`config.mk`:
```
export PLATFORM = sky130hd
export DESIGN_NAME = music_player
export DESIGN_NICKNAME = d
export VERILOG_FILES = /design/src/rtl/music_player.sv
export SDC_FILE = /design/constraint.sdc
export NUM_CORES = 1
export LEC_CHECK = 0
export CAP_MARGIN = 30
export CORE_ASPECT_RATIO = 0.9
export CORE_UTILIZATION = 50
export DETAILED_ROUTE_END_ITERATION = 8
export PLACE_DENSITY = 0.75
export SYNTH_ARGS = -nofsm -noshare
export SYNTH_HDL_FRONTEND = slang
export SYNTH_SLANG_ARGS = --single-unit
```
`constraint.sdc`:
```
create_clock -name Clk_i -period 2.9 [get_ports Clk_i]
set_input_delay 0.29 -clock Clk_i [delete_from_list [all_inputs] [get_ports Clk_i]]
set_output_delay 0.29 -clock Clk_i [all_outputs]
set_load 0.005 [all_outputs]
```
`src/rtl/music_player.sv`:
```
// -----------------------------------------------------------------------------
// music_player
//   Streams samples out of a synchronous sample ROM at a fixed sample rate.
//   A divider produces one tick every DIV clocks while play_i is high. Each
//   tick fetches the word at Add_o. The word is captured into sample_out_o and
//   offered downstream with a valid/ready handshake.
//
// Ports
//   Clk_i            sole clock, rising edge
//   Reset_n_i        asynchronous active-low reset
//   play_i           level: 1 = run, 0 = pause (position held)
//   restart_i        single-cycle pulse, rewinds to address 0
//   Add_o            registered ROM address
//   music_content_i  ROM data, valid one clock after Add_o is presented
//   sample_out_o     captured sample toward the audio stage
//   sample_valid_o   sample_out_o holds an unconsumed sample
//   sample_ready_i   downstream accepts sample_out_o this cycle
//   playing_o        high in every state except IDLE
//   overrun_o        sticky: a tick arrived while a sample was still pending
//
// Build option
//   MUSIC_LOOP_EN  defined: playback wraps from LAST_ADDR back to address 0.
//                  undefined: the last sample is delivered, then the player
//                  parks in IDLE until restart_i.
//
// state     | meaning
// ----------+------------------------------------------------------------------
// IDLE      | paused, finished or just reset; divider, address, sample held
// WAIT_TICK | playing, waiting for the sample-rate tick
// FETCH     | Add_o presented to the ROM, data returns next cycle
// CAPTURE   | ROM word latched into sample_out_o, address advanced
// -----------------------------------------------------------------------------
module music_player #(
  parameter int ADDR_W    = 17,
  parameter int DATA_W    = 17,
  parameter int LAST_ADDR = 43113,
  parameter int DIV       = 1250
) (
  input  logic              Clk_i,
  input  logic              Reset_n_i,
  input  logic              play_i,
  input  logic              restart_i,
  output logic [ADDR_W-1:0] Add_o,
  input  logic [DATA_W-1:0] music_content_i,
  output logic [DATA_W-1:0] sample_out_o,
  output logic              sample_valid_o,
  input  logic              sample_ready_i,
  output logic              playing_o,
  output logic              overrun_o
);

  localparam logic [1:0] S_IDLE      = 2'd0;
  localparam logic [1:0] S_WAIT_TICK = 2'd1;
  localparam logic [1:0] S_FETCH     = 2'd2;
  localparam logic [1:0] S_CAPTURE   = 2'd3;

  localparam logic [15:0]       DIV_LAST  = 16'(DIV - 1);
  localparam logic [ADDR_W-1:0] ADDR_LAST = ADDR_W'(LAST_ADDR);

  logic [1:0]        state_q,   state_d;
  logic [15:0]       div_cnt_q, div_cnt_d;
  logic [ADDR_W-1:0] add_q,     add_d;
  logic [DATA_W-1:0] sample_q,  sample_d;
  logic              valid_q,   valid_d;
  logic              overrun_q, overrun_d;
  // Set once the final sample has been captured in non-looping builds; it
  // keeps IDLE from being left by play_i alone.
  logic              done_q,    done_d;

  logic tick;
  logic at_last;

  assign tick    = play_i && (div_cnt_q == DIV_LAST);
  assign at_last = (add_q == ADDR_LAST);

  always_comb begin
    state_d   = state_q;
    div_cnt_d = div_cnt_q;
    add_d     = add_q;
    sample_d  = sample_q;
    valid_d   = valid_q;
    overrun_d = overrun_q;
    done_d    = done_q;

    // Divider free-runs with play_i, independent of the FSM state.
    if (play_i) begin
      div_cnt_d = tick ? 16'd0 : div_cnt_q + 16'd1;
    end

    if (valid_q && sample_ready_i) begin
      valid_d = 1'b0;
    end

    // Only a tick that actually launches a fetch can clobber a pending sample.
    if ((state_q == S_WAIT_TICK) && tick && valid_q && !sample_ready_i) begin
      overrun_d = 1'b1;
    end

    case (state_q)
      S_IDLE: begin
        if (play_i && !done_q) begin
          state_d = S_WAIT_TICK;
        end
      end
      S_WAIT_TICK: begin
        if (!play_i) begin
          state_d = S_IDLE;
        end else if (tick) begin
          state_d = S_FETCH;
        end
      end
      S_FETCH: begin
        // Pausing here drops the fetch; Add_o is unchanged so it is
        // simply re-fetched on the next tick after resume.
        state_d = play_i ? S_CAPTURE : S_IDLE;
      end
      S_CAPTURE: begin
        // CAPTURE always completes, even if play_i just dropped.
        sample_d = music_content_i;
        valid_d  = 1'b1;
        state_d  = S_WAIT_TICK;
        if (at_last) begin
`ifdef MUSIC_LOOP_EN
          add_d = '0;
`else
          done_d  = 1'b1;
          state_d = S_IDLE;
`endif
        end else begin
          add_d = add_q + ADDR_W'(1);
        end
      end
      default: state_d = S_IDLE;
    endcase

    // Restart overrides tick, capture and handshake in the same cycle.
    if (restart_i) begin
      add_d     = '0;
      div_cnt_d = 16'd0;
      sample_d  = sample_q;
      valid_d   = 1'b0;
      done_d    = 1'b0;
      overrun_d = play_i ? overrun_q : 1'b0;
      state_d   = play_i ? S_WAIT_TICK : S_IDLE;
    end
  end

  always_ff @(posedge Clk_i or negedge Reset_n_i) begin
    if (!Reset_n_i) begin
      state_q   <= S_IDLE;
      div_cnt_q <= 16'd0;
      add_q     <= '0;
      sample_q  <= '0;
      valid_q   <= 1'b0;
      overrun_q <= 1'b0;
      done_q    <= 1'b0;
    end else begin
      state_q   <= state_d;
      div_cnt_q <= div_cnt_d;
      add_q     <= add_d;
      sample_q  <= sample_d;
      valid_q   <= valid_d;
      overrun_q <= overrun_d;
      done_q    <= done_d;
    end
  end

  assign Add_o          = add_q;
  assign sample_out_o   = sample_q;
  assign sample_valid_o = valid_q;
  assign playing_o      = (state_q != S_IDLE);
  assign overrun_o      = overrun_q;

endmodule

```
==> results of run 1 <==
## final cells by class
type | count | area [um2] | area share
flip-flops and latches | 55 | 1380 | 0.390
multi-input cells | 190 | 1330 | 0.376
repair buffers | 64 | 623 | 0.177
well taps | 67 | 83.8 | 0.0238
clock buffers | 5 | 68.8 | 0.0195
clock inverters | 3 | 26.3 | 0.00745
inverters | 6 | 22.5 | 0.00639
## where the power goes
part | switching [mW] | internal (mW)
Sequential | 0.0186 | 0.779
Combinational | 0.0527 | 0.0566
Clock | 0.276 | 0.179
Total | 0.348 | 1.01
## sequential cells by signal, summed over array words and instances, names as in the netlist
signal          cells
sample_valid_o      1
overrun_o           1
sample_out_o       17
Add_o              17
done_q              1
div_cnt_q          16
state_q             2
## kinds of logic after synthesis
group | count (synthesis)
adders and majority gates | 4
xor gates and xnor gates | 10
muxes | 22
buffers and inverters | 20
AOI/OAI and AO/OA | 45
DFF | 55
and+or+nand+nor | 109
## worst paths after layout
path                       cells after the start                          end  slack, ns
max                                            4         Add_o[3]$_DFFE_PN0P_       0.74
min                                            2  sample_out_o[1]$_DFFE_PN0P_       0.42
max reg2reg                                    4         Add_o[3]$_DFFE_PN0P_       0.74
min reg2reg                                    1  sample_out_o[9]$_DFFE_PN0P_       0.51
max in group asynchronous                      3    div_cnt_q[11]$_DFFE_PN0P_       1.65
min in group Clk_i                             1  sample_out_o[9]$_DFFE_PN0P_       0.51
## layer usage
| layer | vias to the layer above | GRT usage | part of all wire |
|---|---|---|---|
| met5 | - | 0 | 0 |
| met4 | 0 | 0.0575 | 0.0090 |
| met3 | 5 | 0.0538 | 0.087 |
| met2 | 80 | 0.329 | 0.41 |
| met1 | 1133 | 0.320 | 0.49 |
| li1 | 1100 | - | - |
## worst max-delay path: stages, from the launching register on
cell,delay [ns]
dfrtp_1,0.47
or4b_4,0.56
nor4_1,0.56
nor3_1,0.12
mux2_1,0.34
## cell usage after synthesis (2+ instances only)
library cell	number	area, um2
nor2_1	19	71.3
nor4_1	6	37.5
buf_2	6	30.0
o211ai_1	2	15.0
ha_1	4	50.1
inv_1	6	22.5
and3_1	4	25.0
a22o_1	2	17.5
nand3_1	7	35.0
a21oi_1	11	55.1
nand4bb_1	2	22.5
a41oi_1	6	52.6
nor2b_1	3	18.8
nor3_1	7	35.0
clkbuf_1	7	26.3
nand4_1	10	62.6
mux2_1	2	22.5
mux2_2	18	203
or3_1	2	12.5
a31oi_1	10	62.6
and4_1	7	61.3
nand2_1	22	82.6
nand4b_1	3	26.3
xnor2_1	9	78.8
o21ai_0	6	30.0
dfrtp_1	55	1380
a211o_1	2	17.5
or2_2	2	12.5
nand2b_1	6	37.5
## stage by stage
| step | hold WS [ns] | util | setup WS [ns] | std cells | total power [mW] |
|---|---|---|---|---|---|
| after floorplan | -0.00559 | - | 0.891 | 265 | 0.856 |
| after global placement | 0.240 | 0.643 | 0.801 | 381 | 0.920 |
| after detailed placement | 0.245 | 0.643 | 0.753 | 381 | 0.922 |
| after CTS | 0.434 | 0.663 | 0.724 | 390 | 1.38 |
| after global routing | 0.476 | 0.663 | 0.632 | 390 | 1.42 |
| final | 0.415 | 0.663 | 0.739 | 390 | 1.36 |
==> impl_results.md, run 1 <==
* Fmax at 0.463 GHz
* Cell Area, Synth at 2780 um2
* Area grow syn2layout at 26.7%
* Synth Flop Type: dfrtp_1
* Std-Cell Rows at 25
* DRT Pass-1 Iters at 4
* Most frequent cells in the layout: clkdlybuf4s50_1, dfrtp_1, nand2_1
* Num CTS Buffers at 5
* Placeable Area at 5320 um2
* VDD IR-drop max at 0.252 mV
* Post-CTS setup buffers at 0
* CP Capture Type: flip-flop
* CTS tree: done
* GRT Residual Overflow at 0
* Worst-Margin Slew at 0.584 ns
* Ports at 59
* Clock root cell: clkbuf_8
* Mapped Nets at 291
* Hold Path Class: input pin to asynchronous set/reset pin
* Rel. slew slack at 0.607
* Synth Area in Compound Gates at 0.112
* Post-layout nets at 348
* Static Leak at 1.49 nW
* Post-DRT Antenna Nets at 0
* Synthesis-stage register bit count at 55
* Slew Viols, Final at 0
* RSZ-0062 raised after global routing: no
* Synth warn at 0
* Die width at 80.7 um
* PD cells at 386 nW/um2
* Crit path required time at 3.10 ns
* CP Data Arrival Time at 2.36 ns
* Library cells used by synthesis at 48
* PortBufs at 58
* DRC Markers at 0
* Final GP Congestion at 0.880
* Sink Count at 55
* Vias at 2,318
* Worst Setup SP: Add_o[9]$_DFFE_PN0P_
* Drt total wl at 6.12 mm
* Placed cell area at 3420 um2
* First-pass GRT wire length at 9.92 mm
* Commonest non-fill, non-tap cell in the layout: clkdlybuf4s50_1
* Largest net degree at the start of global routing at 38
* Share of layout cells above drive strength 1 at 0.127
* Final period util at 0.745
* Final Hold Fails at 0
* Post-CTS Hold Buffers at 1
* Synth Area in Adders at 0.0180
* Routed vias/inst at 5.94
* Initial antenna violation count at 0
* R2r startpoint: Add_o[9]$_DFFE_PN0P_
* Post-synth EDFFs at 0
* Vias in the first global route at 2,080
* Starting density of the core at 0.524
* Final design area excluding fillers at 3530 um2
* Final setup vio count at 0
* DRT iter0 DRCs at 164
* Max-cap violations at 0
* Asr flop ratio synth at 1.00
* Simple-gate share of the synthesized area at 0.225
* Detailed Place HPWL at 4.33 mm
* ANT cells at 0
* DR WL/cell at 15.7 um
* Largest family of logic cells by synthesized area: simple AND/OR/NAND/NOR gates
* Die area at 5870 um2
* Syn Area/Cell at 10.5 um2
* Outcome: completed
* Setup TNS at 0 ns
* CTS resizes at 0
* Global Route Usage Sum at 0.220
* H-tree Lvls at 2
* Clock slew at reported path FFs at 0.12 ns
* Fin crit period at 2.16 ns
* Syn Inst Count at 265
* Register area share after synthesis at 0.494
* Setup CP Type: flip-flop to flip-flop
* Proportion of synthesized area in mux cells at 0.0899
* Die height at 72.8 um
* Worst skew pair latency at 0.32 ns
* Post-Synth XOR/XNOR Area at 0.0315
* Startpoint Class: flip-flop
* Maximum fanout along the worst path at 6
* Clk_skew at 0.0127 ns
* FILL cells at 418
* CTS Buffer Depth at 2
Power figures use the tool's default switching activity.
==> inputs of run 2 (changes only) <==
Clock period 2.9 ns to 2.15 ns, I/O delays scaled along.
==> impl_results.md, run 2 (synthesis results as in run 1) <==
* Static Leak at 1.56 nW
* Startpoint Class: flip-flop
* CTS tree: done
* R2r startpoint: Add_o[16]$_DFFE_PN0P_
* Placeable Area at 5320 um2
* Overall Power at 1.84 mW
* Vias at 2,330
* Std-Cell Rows at 25
* Hold Path Class: input pin to asynchronous set/reset pin
* FILL cells at 416
* Initial antenna violation count at 0
* CTS Buffer Depth at 2
* Outcome: completed
* Rel. slew slack at 0.604
* Starting density of the core at 0.524
* Die height at 72.8 um
* Clock slew at reported path FFs at 0.10 ns
* Clock root cell: clkbuf_8
* Vias in the first global route at 2,202
* H-tree Lvls at 2
* Commonest non-fill, non-tap cell in the layout: clkdlybuf4s50_1
* Final GP Congestion at 0.835
* DRT iter0 DRCs at 122
* CP endpoint: Add_o[6]$_DFFE_PN0P_
* Reg2Reg Setup Slack at 0.08 ns
* Die width at 80.7 um
* PortBufs at 58
* Clk_skew at 0.0111 ns
* Largest net degree at the start of global routing at 31
* Global Route Usage Sum at 0.235
* Final setup vio count at 0
* Area of the multi-input gates at 1330 um2
* Ports at 59
* Post-layout nets at 361
* DRC Markers at 0
* Area grow syn2layout at 30.8%
* DRT Pass-1 Iters at 4
* Slew Viols, Final at 0
* CP Capture Type: flip-flop
* Register area at 1380 um2
* Share of layout cells above drive strength 1 at 0.161
* Worst-Margin Slew at 0.594 ns
* Worst reg2reg path depth at 4
* Pre-CTS setup slack at 0.0988 ns
* Fin crit period at 2.07 ns
* R2r endpoint: Add_o[6]$_DFFE_PN0P_
* Routed vias/inst at 5.78
* GRT Residual Overflow at 0
* Crit path required time at 2.35 ns
* VDD IR-drop max at 0.411 mV
* DR WL/cell at 15.8 um
* Num CTS Buffers at 5
* PD cells at 505 nW/um2
* Post-CTS setup buffers at 0
* Sink Count at 55
* Detailed Place HPWL at 4.57 mm
* ANT cells at 0
* Maximum fanout along the worst path at 7
* RSZ-0062 raised after global routing: no
* Fmax at 0.484 GHz
* Most frequent cells in the layout: clkdlybuf4s50_1, dfrtp_1, nand2_1
* Die area at 5870 um2
* Final setup margin at 0.0848 ns
* Post-DRT Antenna Nets at 0
* Max-cap violations at 0
* Drt total wl at 6.37 mm
* Worst skew pair latency at 0.31 ns
* Setup TNS at 0 ns
* Setup CP Type: flip-flop to flip-flop
* Final period util at 0.961
* First-pass GRT wire length at 10.4 mm
* Fin Hold WS at 0.445 ns
* CP Data Arrival Time at 2.27 ns
* Final Hold Fails at 0
* Worst Setup SP: Add_o[16]$_DFFE_PN0P_
-- run 2: routing by layer --
metal / share of wire / GRT usage / vias up
li1: - / - / 1121
met1: 0.46 / 0.330 / 1100
met2: 0.44 / 0.352 / 94
met3: 0.076 / 0.0500 / 15
met4: 0.023 / 0.101 / 0
met5: 0 / 0 / -
-- run 2: area by class of cell --
cell class	count	area share
clock buffers	7	0.0237
clock inverters	1	0.00240
inverters	6	0.00618
multi-input cells	190	0.366
flip-flops and latches	55	0.378
well taps	67	0.0230
repair buffers	77	0.201
-- run 2: where the power goes --
| part | switching (mW) | total (mW) | internal (mW) |
|---|---|---|---|
| clock network | 0.331 | 0.595 | 0.265 |
| registers | 0.0140 | 1.07 | 1.05 |
| logic | 0.0863 | 0.178 | 0.0914 |
-- run 2: through the flow --
stage | instance area (um2) | cells | utilization
after global routing | 3640 | 403 | 0.685
after global placement | 3530 | 394 | 0.664
after detailed placement | 3530 | 394 | 0.664
after floorplan | 2780 | 265 | -
after CTS | 3640 | 403 | 0.684
final | 3640 | 403 | 0.685
-- run 2: worst min path at each step --
stage / startpoint / to / slack (ns) / cells past startpoint
after floorplan: Reset_n_i / Add_o[0]$_DFFE_PN0P_ / -0.08 / 0
after global placement: Reset_n_i / sample_out_o[12]$_DFFE_PN0P_ / 0.25 / 1
after detailed placement: Reset_n_i / sample_out_o[12]$_DFFE_PN0P_ / 0.25 / 1
after CTS: Reset_n_i / sample_out_o[12]$_DFFE_PN0P_ / 0.45 / 2
after global routing: Reset_n_i / sample_out_o[15]$_DFFE_PN0P_ / 0.51 / 2
final: Reset_n_i / sample_out_o[12]$_DFFE_PN0P_ / 0.45 / 2
-- run 2: worst max-delay path, stage by stage (launching register included) --
cell and delay (ns):
dfrtp_1 0.42, or4b_4 0.57, o41a_4 0.56, nand3_2 0.10, mux2_1 0.31
-- run 2: repair_timing --
action                     in CTS  in global routing
hold endpoints to repair       25                  0
gates resized for setup         0                  1
setup endpoints to repair       0                  3
hold buffers                    1                  0
==> inputs of run 3 (changes only) <==
Settings changed: SLEW_MARGIN set to 20.
==> results of run 3 <==
The final DEF is identical to that of run 2; final timing and power are the same.
